[src/rtl/instr_fetch_unit_pkg.sv]
// Shared types and constants for the instruction fetch unit.
// Exports the queue entry layout and the fixed architectural words.
`ifndef DATA_WIDTH
`define DATA_WIDTH 32
`endif
`ifndef INSTR_WIDTH
`define INSTR_WIDTH 32
`endif
`ifndef INSTR_NOP
`define INSTR_NOP 32'h0000_0013
`endif
`ifndef RESET_VECTOR
`define RESET_VECTOR 32'h0000_0000
`endif

package instr_fetch_unit_pkg;

    localparam int DATA_W  = `DATA_WIDTH;
    localparam int INSTR_W = `INSTR_WIDTH;

    localparam logic [INSTR_W-1:0] INSTR_NOP    = `INSTR_NOP;
    localparam logic [DATA_W-1:0]  RESET_VECTOR = `RESET_VECTOR;

    // One prefetched instruction with the address it came from.
    typedef struct packed {
        logic [INSTR_W-1:0] instr;
        logic [DATA_W-1:0]  pc;
    } fetch_entry_t;

    function automatic logic [DATA_W-1:0] pc_next(
        input logic [DATA_W-1:0] pc
    );
        return pc + DATA_W'(4);
    endfunction

endpackage

[src/rtl/instr_fetch_unit_queue.sv]
// fetch_queue: synchronous FIFO with flush and occupancy count.
// Ports: push/push_data_i in, pop/head_data_o out, flush_i clears, count_o.
module fetch_queue #(
    parameter int WIDTH = 64,
    parameter int DEPTH = 4
) (
    input  logic                       clk,
    input  logic                       rst,
    input  logic                       flush_i,
    input  logic                       push_i,
    input  logic [WIDTH-1:0]           push_data_i,
    input  logic                       pop_i,
    output logic [WIDTH-1:0]           head_data_o,
    output logic [$clog2(DEPTH+1)-1:0] count_o
);

    localparam int PW = (DEPTH > 1) ? $clog2(DEPTH) : 1;
    localparam int CW = $clog2(DEPTH + 1);

    logic [WIDTH-1:0] mem_q [DEPTH];
    logic [PW-1:0]    rd_ptr_q, rd_ptr_d;
    logic [PW-1:0]    wr_ptr_q, wr_ptr_d;
    logic [CW-1:0]    count_q, count_d;
    logic             push_ok, pop_ok;

    assign push_ok = push_i && !flush_i && (count_q != CW'(DEPTH));
    assign pop_ok  = pop_i && !flush_i && (count_q != '0);

    always_comb begin
        rd_ptr_d = rd_ptr_q;
        wr_ptr_d = wr_ptr_q;
        count_d  = count_q;
        if (flush_i) begin
            rd_ptr_d = '0;
            wr_ptr_d = '0;
            count_d  = '0;
        end else begin
            if (push_ok) wr_ptr_d = wr_ptr_q + PW'(1);
            if (pop_ok)  rd_ptr_d = rd_ptr_q + PW'(1);
            count_d = count_q + CW'(push_ok) - CW'(pop_ok);
        end
    end

    always_ff @(posedge clk or posedge rst) begin
        if (rst) begin
            rd_ptr_q <= '0;
            wr_ptr_q <= '0;
            count_q  <= '0;
        end else begin
            rd_ptr_q <= rd_ptr_d;
            wr_ptr_q <= wr_ptr_d;
            count_q  <= count_d;
        end
    end

    // Storage needs no reset: count_q gates every read.
    always_ff @(posedge clk) begin
        if (push_ok) mem_q[wr_ptr_q] <= push_data_i;
    end

    assign head_data_o = mem_q[rd_ptr_q];
    assign count_o     = count_q;

endmodule

[src/rtl/instr_fetch_unit.sv]
// Fetch stage: issues sequential PCs to imem, queues in-order responses,
// hands {instr, pc, pc+4} to IF/ID; execute redirects flush everything.
module instr_fetch_unit
    import instr_fetch_unit_pkg::*;
#(
    parameter logic [DATA_W-1:0] RESET_PC   = RESET_VECTOR,
    parameter int                FIFO_DEPTH = 4
) (
    input  logic               clk,
    input  logic               rst,
    output logic               imem_req_valid_o,
    input  logic               imem_req_ready_i,
    output logic [DATA_W-1:0]  imem_req_addr_o,
    input  logic               imem_rsp_valid_i,
    input  logic [INSTR_W-1:0] imem_rsp_data_i,
    input  logic               redirect_en_i,
    input  logic [DATA_W-1:0]  redirect_pc_i,
    output logic               instr_valid_f_o,
    input  logic               instr_ready_i,
    output logic [INSTR_W-1:0] instr_f_o,
    output logic [DATA_W-1:0]  pc_f_o,
    output logic [DATA_W-1:0]  pc_plus_4_f_o
);

    localparam int CW = $clog2(FIFO_DEPTH + 1);
    localparam int SW = CW + 1;

    logic [DATA_W-1:0] fetch_pc_q, fetch_pc_d;
    logic [DATA_W-1:0] rsp_pc_q, rsp_pc_d;
    logic [CW-1:0]     inflight_q, inflight_d;
    logic [CW-1:0]     stale_q, stale_d;
    logic [CW-1:0]     q_count;
    logic [DATA_W-1:0] target_pc;
    logic              credit, req_fire;
    logic              push, pop, q_valid;
    fetch_entry_t      push_entry, head;

    // Credits count queued plus outstanding, so every
    // accepted request already owns a queue slot.
    assign credit = ({1'b0, q_count} + {1'b0, inflight_q})
                    < SW'(FIFO_DEPTH);

    assign imem_req_valid_o = !rst && !redirect_en_i && credit;
    assign imem_req_addr_o  = fetch_pc_q;
    assign req_fire = imem_req_valid_o && imem_req_ready_i;

    assign target_pc = redirect_pc_i & ~DATA_W'(3);

    assign push = imem_rsp_valid_i && !redirect_en_i
                  && (stale_q == '0);
    assign push_entry.instr = imem_rsp_data_i;
    assign push_entry.pc    = rsp_pc_q;

    assign q_valid         = (q_count != '0);
    assign instr_valid_f_o = q_valid && !redirect_en_i;
    assign pop             = instr_valid_f_o && instr_ready_i;

    always_comb begin
        fetch_pc_d = fetch_pc_q;
        rsp_pc_d   = rsp_pc_q;
        stale_d    = stale_q;
        inflight_d = inflight_q + CW'(req_fire)
                     - CW'(imem_rsp_valid_i);
        if (req_fire) fetch_pc_d = pc_next(fetch_pc_q);
        if (push)     rsp_pc_d   = pc_next(rsp_pc_q);
        if (imem_rsp_valid_i && (stale_q != '0))
            stale_d = stale_q - CW'(1);
        // Everything still outstanding belongs to the old path;
        // a response landing this cycle is dropped right here.
        if (redirect_en_i) begin
            fetch_pc_d = target_pc;
            rsp_pc_d   = target_pc;
            stale_d    = inflight_q - CW'(imem_rsp_valid_i);
        end
    end

    always_ff @(posedge clk or posedge rst) begin
        if (rst) begin
            fetch_pc_q <= RESET_PC;
            rsp_pc_q   <= RESET_PC;
            inflight_q <= '0;
            stale_q    <= '0;
        end else begin
            fetch_pc_q <= fetch_pc_d;
            rsp_pc_q   <= rsp_pc_d;
            inflight_q <= inflight_d;
            stale_q    <= stale_d;
        end
    end

    fetch_queue #(
        .WIDTH ($bits(fetch_entry_t)),
        .DEPTH (FIFO_DEPTH)
    ) u_queue (
        .clk         (clk),
        .rst         (rst),
        .flush_i     (redirect_en_i),
        .push_i      (push),
        .push_data_i (push_entry),
        .pop_i       (pop),
        .head_data_o (head),
        .count_o     (q_count)
    );

    // With nothing queued, pc_f_o shows the next expected PC.
    assign pc_f_o        = q_valid ? head.pc : rsp_pc_q;
    assign instr_f_o     = instr_valid_f_o ? head.instr : INSTR_NOP;
    assign pc_plus_4_f_o = pc_next(pc_f_o);

`ifndef SYNTHESIS
    always @(posedge clk) begin
        if (!rst && imem_rsp_valid_i) begin
            assert (inflight_q != '0)
                else $error("imem response with none outstanding");
            assert (stale_q <= inflight_q)
                else $error("stale count exceeds outstanding");
        end
    end
`endif

endmodule
[config.mk]
export PLATFORM = sky130hd
export DESIGN_NAME = instr_fetch_unit
export DESIGN_NICKNAME = d
export VERILOG_FILES = /design/src/rtl/instr_fetch_unit_pkg.sv /design/src/rtl/instr_fetch_unit_queue.sv /design/src/rtl/instr_fetch_unit.sv
export SDC_FILE = /design/constraint.sdc
export NUM_CORES = 1
export LEC_CHECK = 0
export ABC_CLOCK_PERIOD_IN_PS = 5400
export BUFFER_PORTS_ARGS = -buffer_cell sky130_fd_sc_hd__clkbuf_2
export CAP_MARGIN = 15
export CORE_MARGIN = 5
export CORE_UTILIZATION = 47
export DETAILED_ROUTE_END_ITERATION = 7
export HOLD_SLACK_MARGIN = 0.12
export PLACE_DENSITY = 0.7
export SLEW_MARGIN = 20
export SYNTH_ARGS = -nofsm -noshare
export SYNTH_HDL_FRONTEND = slang
export SYNTH_SLANG_ARGS = --single-unit
[constraint.sdc]
create_clock -name clk -period 5.4 [get_ports clk]
set_clock_uncertainty 0.05 [all_clocks]
set_input_delay 0.27 -clock clk [delete_from_list [all_inputs] [get_ports clk]]
set_output_delay 0.27 -clock clk [all_outputs]
set_load 0.03 [all_outputs]
==> results of run 1 <==
## synthesized netlist by cell type (all sizes together) (3+ instances only)
library cell and number:
a21oi 11, a31oi 8, and2 11, and3 39, and4 7, buf 26, clkbuf 27, dfrtp 73
edfxtp 248, ha 17, inv 33, mux2 9, mux2i 17, mux4 62, nand2 116, nand2b 3
nand3 45, nand4 28, nand4b 3, nor2 46, nor2b 4, nor3 11, nor4 3, o211ai 6
o21ai 45, o311ai 9, or3 7, xnor2 46, xor2 28
## worst paths after layout
path                                               from                              end  cells past startpoint
setup / recovery           u_queue.count_o[0]$_DFF_PP0_                pc_plus_4_f_o[31]                      7
hold / removal                         imem_req_ready_i  imem_req_addr_o[13]$_DFFE_PP0P_                      4
setup reg to reg                 stale_q[0]$_DFFE_PP0P_   u_queue.mem_q[0][19]$_DFFE_PP_                      6
hold reg to reg                 inflight_q[0]$_DFF_PP0_          inflight_q[0]$_DFF_PP0_                      1
max in group asynchronous                           rst  u_queue.rd_ptr_q[0]$_DFFE_PP0P_                      4
min in group asynchronous                           rst   imem_req_addr_o[2]$_DFFE_PP0P_                      4
## tightest hold or removal path: stages
cell and delay, ns:
clkbuf_2 0.07, and4_1 0.32, nand2_1 0.12, o211ai_1 0.07
## area by class of cell
type | count | area [um^2]
well taps | 396 | 495
clock inverters | 15 | 118
multi-input cells | 609 | 4860
clock buffers | 47 | 942
repair buffers | 273 | 1730
inverters | 34 | 128
fillers | 2405 | 13000
flip-flops and latches | 321 | 9280
## power groups by stage
stage               Clock (mW)  Sequential (mW)  Combinational (mW)
floorplan                    0             3.05                2.06
global placement             0             3.08                2.83
detailed placement           0             3.09                2.86
CTS                       2.25             3.04                2.90
global route              2.37             3.07                3.10
finish                    2.22             3.04                2.86
## per-layer routing
metal	routed length [um]	track usage, %	up-vias	part of all wire, %
met5	0	0	-	0
met4	769	5.25	0	2.2
met3	2050	3.52	50	6.0
met2	16800	33.3	284	49
met1	14800	28.1	4765	43
li1	-	-	4358	-
## cells in the final DEF, fill, tap and decap left out, types with 7 or more instances in the layout
master         instances
clkbuf_16             36
nor2_1                45
and4_1                 7
clkbuf_2             191
clkbuf_1              11
xnor2_1               46
inv_1                 32
nand4_1               28
nor3_1                 9
dfrtp_1               71
nand3_1               45
a21oi_1               11
a31oi_1                8
o311ai_0               9
dlygate4sd3_1         65
edfxtp_1             248
mux4_1                 8
mux2i_1               17
xor2_1                28
ha_1                  17
and3_1                39
o21ai_0               45
mux2_2                 9
mux4_2                54
buf_4                 17
nand2_1              116
## logic make-up after synthesis
| kind of cell | Yosys count |
|---|---|
| simple gates | 332 |
| flops | 321 |
| fa+ha+maj | 19 |
| mux | 88 |
| compound gates | 90 |
| buf+inv | 87 |
| xor+xnor | 74 |
| other cells | 1 |
## state kept, by name (all words and copies together), names as in the netlist
| register | flops |
|---|---|
| imem_req_addr_o | 30 |
| inflight_q | 3 |
| rsp_pc_q | 30 |
| stale_q | 3 |
| u_queue.count_o | 3 |
| u_queue.mem_q | 248 |
| u_queue.rd_ptr_q | 2 |
| u_queue.wr_ptr_q | 2 |
## through the flow
stage	setup slack, ns	hold WS, ns	cell area [um^2]
2_1_floorplan	1.29	0.319	14500
3_3_place_gp	1.66	0.438	15800
3_5_place_dp	1.60	0.439	15800
6_report	1.05	0.351	17600
5_1_grt	0.839	0.356	17600
4_1_cts	1.05	0.326	17600
## timing repair
| item | in CTS | in global routing |
|---|---|---|
| hold buffers | 65 | 0 |
| endpoints found under the hold margin | 260 | 0 |
| resized for setup | 0 | 0 |
==> results.tsv, run 1 <==
metric	value	unit
Core ar.	30500	um^2
initial drt markers	790	
CP bufs+invs	1	
H-tree levels	2	
post-synthesis mux area share	11.7	%
Worst-Margin Slew	0.969	ns
antenna-violating nets left	0	
nets@finish	1363	
clock slew seen by the registers of the worst setup and hold paths	0.06	ns
pwr dens	463	nW/um^2
Critical Path RT	5.08	ns
Tcrit/Tclk final	80.5	%
setup tns final	0	ns
max_cap viols	0	
CTS Buf Count	35	
Syn Area/Cell	14.3	um^2
Slew Limit Fails	0	
RePlAce Congestion	0.834	
post-synthesis sequential area ratio	64.0	%
kind of critical path	register to primary output	
xor/xnor share of the synthesized area	4.47	%
DRT Wirelength	34500	um
DR WL/cell	20.3	um
type of origin of the critical path	register	
Leak	6.62	nW
Seq pwr share	37.4	%
post-layout util	57.5	%
synth-to-layout area growth	21.1	%
aggregate global routing overflow	0	
Clock Tree Root	clkbuf_16	
RSZ-0062 raised after global routing	no	
crit-path cells	or3_2 > mux2i_1 > a221oi_2 > or4b_1 > nor4_4 > xor2_1 > clkbuf_2	
worst hold path class	primary input to register	
Die Ht	186	um
gr usage total	20.2	%
DP Wirelength	22700	um
asr flop ratio synth	22.7	%
largest net degree at the start of global routing	75	
EDFF count, synth	248	
num ports	200	
headroom to the max-slew limit	35.4	%
largest family of logic cells by synthesized area	multiplexers	
Starting Density	47.5	%
die width	186	um
row count	64	
Post-synth top flop	edfxtp_1	
logic gate share of total power	35.2	%
min Tclk post-route	4.35	ns
Cell Area, Synth	14500	um^2
antenna violations before repair	0	
IO buf count	191	
Final Hold Viols	0	
crit path capture type	primary output	
Final setup viols	0	
Largest stage delay, worst path	0.82	ns
delay-heaviest family, CP	simple AND/OR/NAND/NOR gates	
adder-cell share of the synthesized area	1.74	%
largest area contributor in the netlist	edfxtp_1	
Total Power	8.13	mW
Max VDD drop	0.357	mV
Internal	5.08	mW
Yosys top cell area share	51.4	%
Max clock buf depth	3	
switching power	3.05	mW
Final Non-Filler Cells	1695	
Netlist cell types	55	
#FFs+latches synth	321	
FMAX	0.230	GHz
Max Fanout on Critical Path	34	
drc violations	0	
Compound-Gate Fraction of Synth Area	3.81	%
CTS tree	built	
die area	34500	um^2
first-pass GRT wire length	54200	um
share of cells above drive strength 1	25.6	%
Critical Path AT	4.03	ns
dominant cells by area after synthesis	edfxtp_1 (51%), dfrtp_1 (13%), mux4_2 (8.4%), nand2_1 (3.0%), xnor2_1 (2.8%)	
Inst Count DP	1568	
Clock Sinks	321	
Simple-Gate Fraction of Synth Area	11.5	%
CP max stage cell	or3_2	
post-CTS setup buffers	0	
switch share	37.5	%
status	completed	
vias in the first global route	9791	
Yosys Warn Count	0	
insertion delay of the later-clocked pin in the worst-skew pair	0.51	ns
Pre-antenna DRT Iters	5	
routed vias	9457	
clock power share	27.4	%
Via-to-Cell Ratio	5.58	
Syn Inst Count	1012	
n_diodes	0	
worst reg2reg setup slack	1.98	ns
No activity file was read; power rests on OpenSTA's default activity.
==> inputs of run 2 (changes only) <==
--- a/config.mk
+++ b/config.mk
@@ -5,7 +5,7 @@
 export SDC_FILE = /design/constraint.sdc
 export NUM_CORES = 1
 export LEC_CHECK = 0
-export ABC_CLOCK_PERIOD_IN_PS = 5400
+export ABC_CLOCK_PERIOD_IN_PS = 4400
 export BUFFER_PORTS_ARGS = -buffer_cell sky130_fd_sc_hd__clkbuf_2
 export CAP_MARGIN = 15
 export CORE_MARGIN = 5
==> constraint.sdc (replaced) <==
create_clock -name clk -period 4.4 [get_ports clk]
set_clock_uncertainty 0.05 [all_clocks]
set_input_delay 0.22 -clock clk [delete_from_list [all_inputs] [get_ports clk]]
set_output_delay 0.22 -clock clk [all_outputs]
set_load 0.03 [all_outputs]
==> results.tsv, run 2 (synthesized netlist as in run 1, its figures left out) <==
metric	value	unit
status	completed	
Clock Sinks	321	
commonest non-fill, non-tap cell in the layout	edfxtp_1	
Setup crit start	u_queue.count_o[1]$_DFF_PP0_	
CTS Buf Count	34	
Leak	6.68	nW
Starting Density	47.5	%
max_cap viols	0	
pwr dens	564	nW/um^2
share of cells above drive strength 1	26.2	%
Max VDD drop	0.449	mV
Top reg by flops	u_queue.mem_q	
synth-to-layout area growth	21.9	%
Pre-antenna DRT Iters	5	
aggregate global routing overflow	0	
gr usage total	20.2	%
DR WL/cell	20.3	um
Critical Path AT	3.72	ns
DRT Wirelength	34600	um
clock power share	27.0	%
nets@finish	1372	
DP Wirelength	23200	um
die width	186	um
Die Ht	186	um
worst hold path class	primary input to register	
Max Fanout on Critical Path	35	
logic gate share of total power	35.8	%
Internal	6.23	mW
crit path capture type	primary output	
delay-heaviest family, CP	compound AO/OA/AOI/OAI gates	
clock slew seen by the registers of the worst setup and hold paths	0.06	ns
M2 GR Usage	33.8	%
antenna violations before repair	0	
Max clock buf depth	3	
setup tns final	0	ns
CP bufs+invs	3	
HP Start	imem_req_ready_i	
Critical Path RT	4.13	ns
min Tclk post-route	3.99	ns
antenna-violating nets left	0	
Via-to-Cell Ratio	5.56	
dpl ws	0.924	ns
FMAX	0.251	GHz
Critical R2R Launch	u_queue.count_o[1]$_DFF_PP0_	
Design Area, Final	17700	um^2
Worst-Margin Slew	1.06	ns
type of origin of the critical path	register	
Final Hold Viols	0	
routed vias	9473	
commonest cells after routing, fill and taps aside	edfxtp_1 (248), clkbuf_2 (191), nand2_1 (116)	
vias in the first global route	9652	
RSZ-0062 raised after global routing	no	
die area	34500	um^2
Clock Tree Root	clkbuf_16	
Area after DPL	16000	um^2
routing usage on met1	28.0	%
num ports	200	
row count	64	
CP max stage cell	dfrtp_1	
Seq pwr share	37.2	%
post-CTS setup buffers	0	
max reg flops	248	
Final WS setup	0.413	ns
Largest stage delay, worst path	0.48	ns
kind of critical path	register to primary output	
initial drt markers	731	
CTS tree	built	
Core ar.	30500	um^2
Slew Limit Fails	0	
IO buf count	191	
largest net degree at the start of global routing	75	
insertion delay of the later-clocked pin in the worst-skew pair	0.51	ns
Final setup viols	0	
first-pass GRT wire length	53900	um
switching power	3.74	mW
switch share	37.5	%
headroom to the max-slew limit	29.0	%
Top Usage Layer GRT	met2	
n_diodes	0	
post-CTS sizing	0	
RePlAce Congestion	0.838	
routing usage on met3	3.58	%
Tcrit/Tclk final	90.6	%
drc violations	0	
H-tree levels	2	
crit-path cells	or3_2 > buf_4 > and2_1 > a21oi_1 > inv_1 > ha_1 > nand4_1 > a22oi_1 > nand2b_1 > a2111o_1 > xnor2_1 > clkbuf_2	
==> run 2: final timing paths <==
path	cells past startpoint	end	slack (ns)
setup / recovery	12	pc_plus_4_f_o[20]	0.41
hold / removal	4	imem_req_addr_o[21]$_DFFE_PP0P_	0.29
setup reg to reg	9	imem_req_addr_o[25]$_DFFE_PP0P_	1.14
hold reg to reg	1	inflight_q[2]$_DFF_PP0_	0.49
max in group asynchronous	4	u_queue.rd_ptr_q[0]$_DFFE_PP0P_	3.05
min in group asynchronous	4	imem_req_addr_o[29]$_DFFE_PP0P_	0.52
==> run 2: power by group through the flow <==
stage	Clock [mW]	Sequential, mW	Combinational, mW
floorplan	0	3.74	2.53
global placement	0	3.76	3.52
detailed placement	0	3.77	3.56
CTS	2.74	3.71	3.62
global route	2.88	3.74	3.85
finish	2.69	3.71	3.57
==> run 2: final cells by class <==
class                      count  area [um^2]
clock buffer                  44          920
inverter                      34          128
clock inverter                18          139
multi-input combinational    609         4860
fill                        2363        12800
sequential                   321         9280
timing repair buffer         283         1860
tap                          396          495
==> run 2: routing by layer <==
layer / part of all wire, % / up-vias
li1: - / 4366
met1: 42 / 4747
met2: 50 / 323
met5: 0 / -
met3: 7.3 / 37
met4: 1.6 / 0
==> run 2: worst min-delay path, cell delays in order <==
cell,delay (ns)
clkbuf_2,0.08
and4_1,0.32
nand2_1,0.11
o211ai_1,0.08
==> run 2: repair_timing <==
action / CTS / global route
hold endpoints to repair: 265 / 0
hold buffers: 65 / 0
endpoints found under the setup margin: 0 / 0
==> run 2: stage by stage <==
step | hold slack (ns) | total power, mW | instances | util, %
2_1_floorplan | 0.269 | 6.27 | 1017 | -
3_3_place_gp | 0.387 | 7.28 | 1578 | 52.3
3_5_place_dp | 0.390 | 7.33 | 1578 | 52.3
4_1_cts | 0.280 | 10.1 | 1705 | 57.9
5_1_grt | 0.323 | 10.5 | 1705 | 57.9
6_report | 0.293 | 9.98 | 1705 | 57.9
==> inputs of run 3 (changes only) <==
--- a/config.mk
+++ b/config.mk
@@ -13,7 +13,7 @@
 export DETAILED_ROUTE_END_ITERATION = 7
 export HOLD_SLACK_MARGIN = 0.12
 export PLACE_DENSITY = 0.7
-export SLEW_MARGIN = 20
+export RECOVER_POWER = 25
 export SYNTH_ARGS = -nofsm -noshare
 export SYNTH_HDL_FRONTEND = slang
 export SYNTH_SLANG_ARGS = --single-unit
==> results.tsv, run 3 (synthesized netlist as in run 1, its figures left out) <==
metric	value	unit
Critical Path AT	3.70	ns
max reg flops	248	
DRT Wirelength	34700	um
switching power	3.74	mW
min Tclk post-route	3.97	ns
RSZ-0062 raised after global routing	no	
H-tree levels	2	
headroom to the max-slew limit	28.1	%
type of origin of the critical path	register	
DR WL/cell	20.3	um
Via-to-Cell Ratio	5.58	
switch share	37.5	%
vias in the first global route	9652	
Max clock buf depth	3	
clock power share	27.0	%
drc violations	0	
share of cells above drive strength 1	23.8	%
Clock Tree Root	clkbuf_16	
commonest non-fill, non-tap cell in the layout	edfxtp_1	
clock slew seen by the registers of the worst setup and hold paths	0.06	ns
max_cap viols	0	
routed vias	9508	
gr usage total	20.2	%
largest net degree at the start of global routing	75	
RePlAce Congestion	0.838	
num ports	200	
Seq pwr share	37.2	%
Die Ht	186	um
Core ar.	30500	um^2
setup tns final	0	ns
Final Hold Viols	0	
Slew Limit Fails	0	
nets@finish	1372	
antenna-violating nets left	0	
initial drt markers	733	
logic gate share of total power	35.8	%
Clock Sinks	321	
n_diodes	0	
insertion delay of the later-clocked pin in the worst-skew pair	0.51	ns
Top reg by flops	u_queue.mem_q	
status	completed	
Leak	6.58	nW
kind of critical path	register to primary output	
synth-to-layout area growth	21.7	%
die area	34500	um^2
crit path capture type	primary output	
commonest cells after routing, fill and taps aside	edfxtp_1 (248), clkbuf_2 (159), nand2_1 (116)	
Tcrit/Tclk final	90.3	%
pwr dens	565	nW/um^2
DP Wirelength	23200	um
Critical Path RT	4.13	ns
Inst Count DP	1578	
post-CTS sizing	0	
post-CTS setup buffers	0	
aggregate global routing overflow	0	
Final WS setup	0.428	ns
Starting Density	47.5	%
die width	186	um
CTS tree	built	
CTS Buf Count	34	
Final Non-Filler Cells	1705	
Max VDD drop	0.449	mV
Final setup viols	0	
Total Power	9.97	mW
Max Fanout on Critical Path	35	
FMAX	0.252	GHz
fillers	2381	
first-pass GRT wire length	53900	um
Internal	6.23	mW
worst hold path class	primary input to register	
dpl ws	0.924	ns
row count	64	
antenna violations before repair	0	
post-layout util	57.8	%
# hold bufs at CTS	65	
Worst-Margin Slew	1.07	ns
IO buf count	191	
Pre-antenna DRT Iters	5	
[run 3: cell counts in the layout (fill, tap and decap cells not counted)]
No cell type changed its count.
[run 3: final cells by class]
type	count	area (um^2)	share of cell area, %
Clock buffer	44	920	5.21
Clock inverter	18	139	0.787
Inverter	34	128	0.724
Multi-Input combinational cell	609	4860	27.5
Sequential cell	321	9280	52.6
Tap cell	396	495	2.81
Timing Repair Buffer	283	1820	10.3
[run 3: per-layer routing]
metal | share of wire (%) | track usage, %
met3 | 6.9 | 3.58
met1 | 42 | 28.0
met5 | 0 | 0
met2 | 50 | 33.8
met4 | 1.6 | 4.69
[run 3: worst paths after layout]
kind	endpoint	startpoint	cells after the start	slack (ns)
worst max-delay path	pc_plus_4_f_o[20]	u_queue.count_o[1]$_DFF_PP0_	12	0.43
worst min-delay path	imem_req_addr_o[21]$_DFFE_PP0P_	imem_req_ready_i	4	0.29
worst max register to register	imem_req_addr_o[25]$_DFFE_PP0P_	u_queue.count_o[2]$_DFF_PP0_	9	1.12
worst min register to register	inflight_q[2]$_DFF_PP0_	inflight_q[2]$_DFF_PP0_	1	0.50
max in group asynchronous	u_queue.rd_ptr_q[0]$_DFFE_PP0P_	rst	4	3.06
min in group asynchronous	imem_req_addr_o[29]$_DFFE_PP0P_	rst	4	0.52
[run 3: power groups by stage]
stage	Sequential [mW]	Combinational, mW	Clock (mW)
3_5_place_dp	3.77	3.56	0
4_1_cts	3.71	3.62	2.74
3_3_place_gp	3.76	3.52	0
5_1_grt	3.74	3.85	2.88
6_report	3.71	3.57	2.69
2_1_floorplan	3.74	2.53	0
[run 3: stage by stage]
stage          instance area [um^2]  hold WS, ns
2_1_floorplan                 14500        0.269
3_3_place_gp                  16000        0.387
3_5_place_dp                  16000        0.390
4_1_cts                       17700        0.280
5_1_grt                       17600        0.323
6_report                      17600        0.293
[run 3: worst max-delay path, stage by stage (launching register included)]
cell	delay (ns)
dfrtp_1	0.48
or3_2	0.27
buf_4	0.37
and2_1	0.18
a21oi_1	0.05
inv_1	0.09
ha_1	0.22
nand4_1	0.13
a22oi_1	0.36
nand2b_1	0.22
a2111o_1	0.45
xnor2_1	0.15
clkbuf_2	0.22
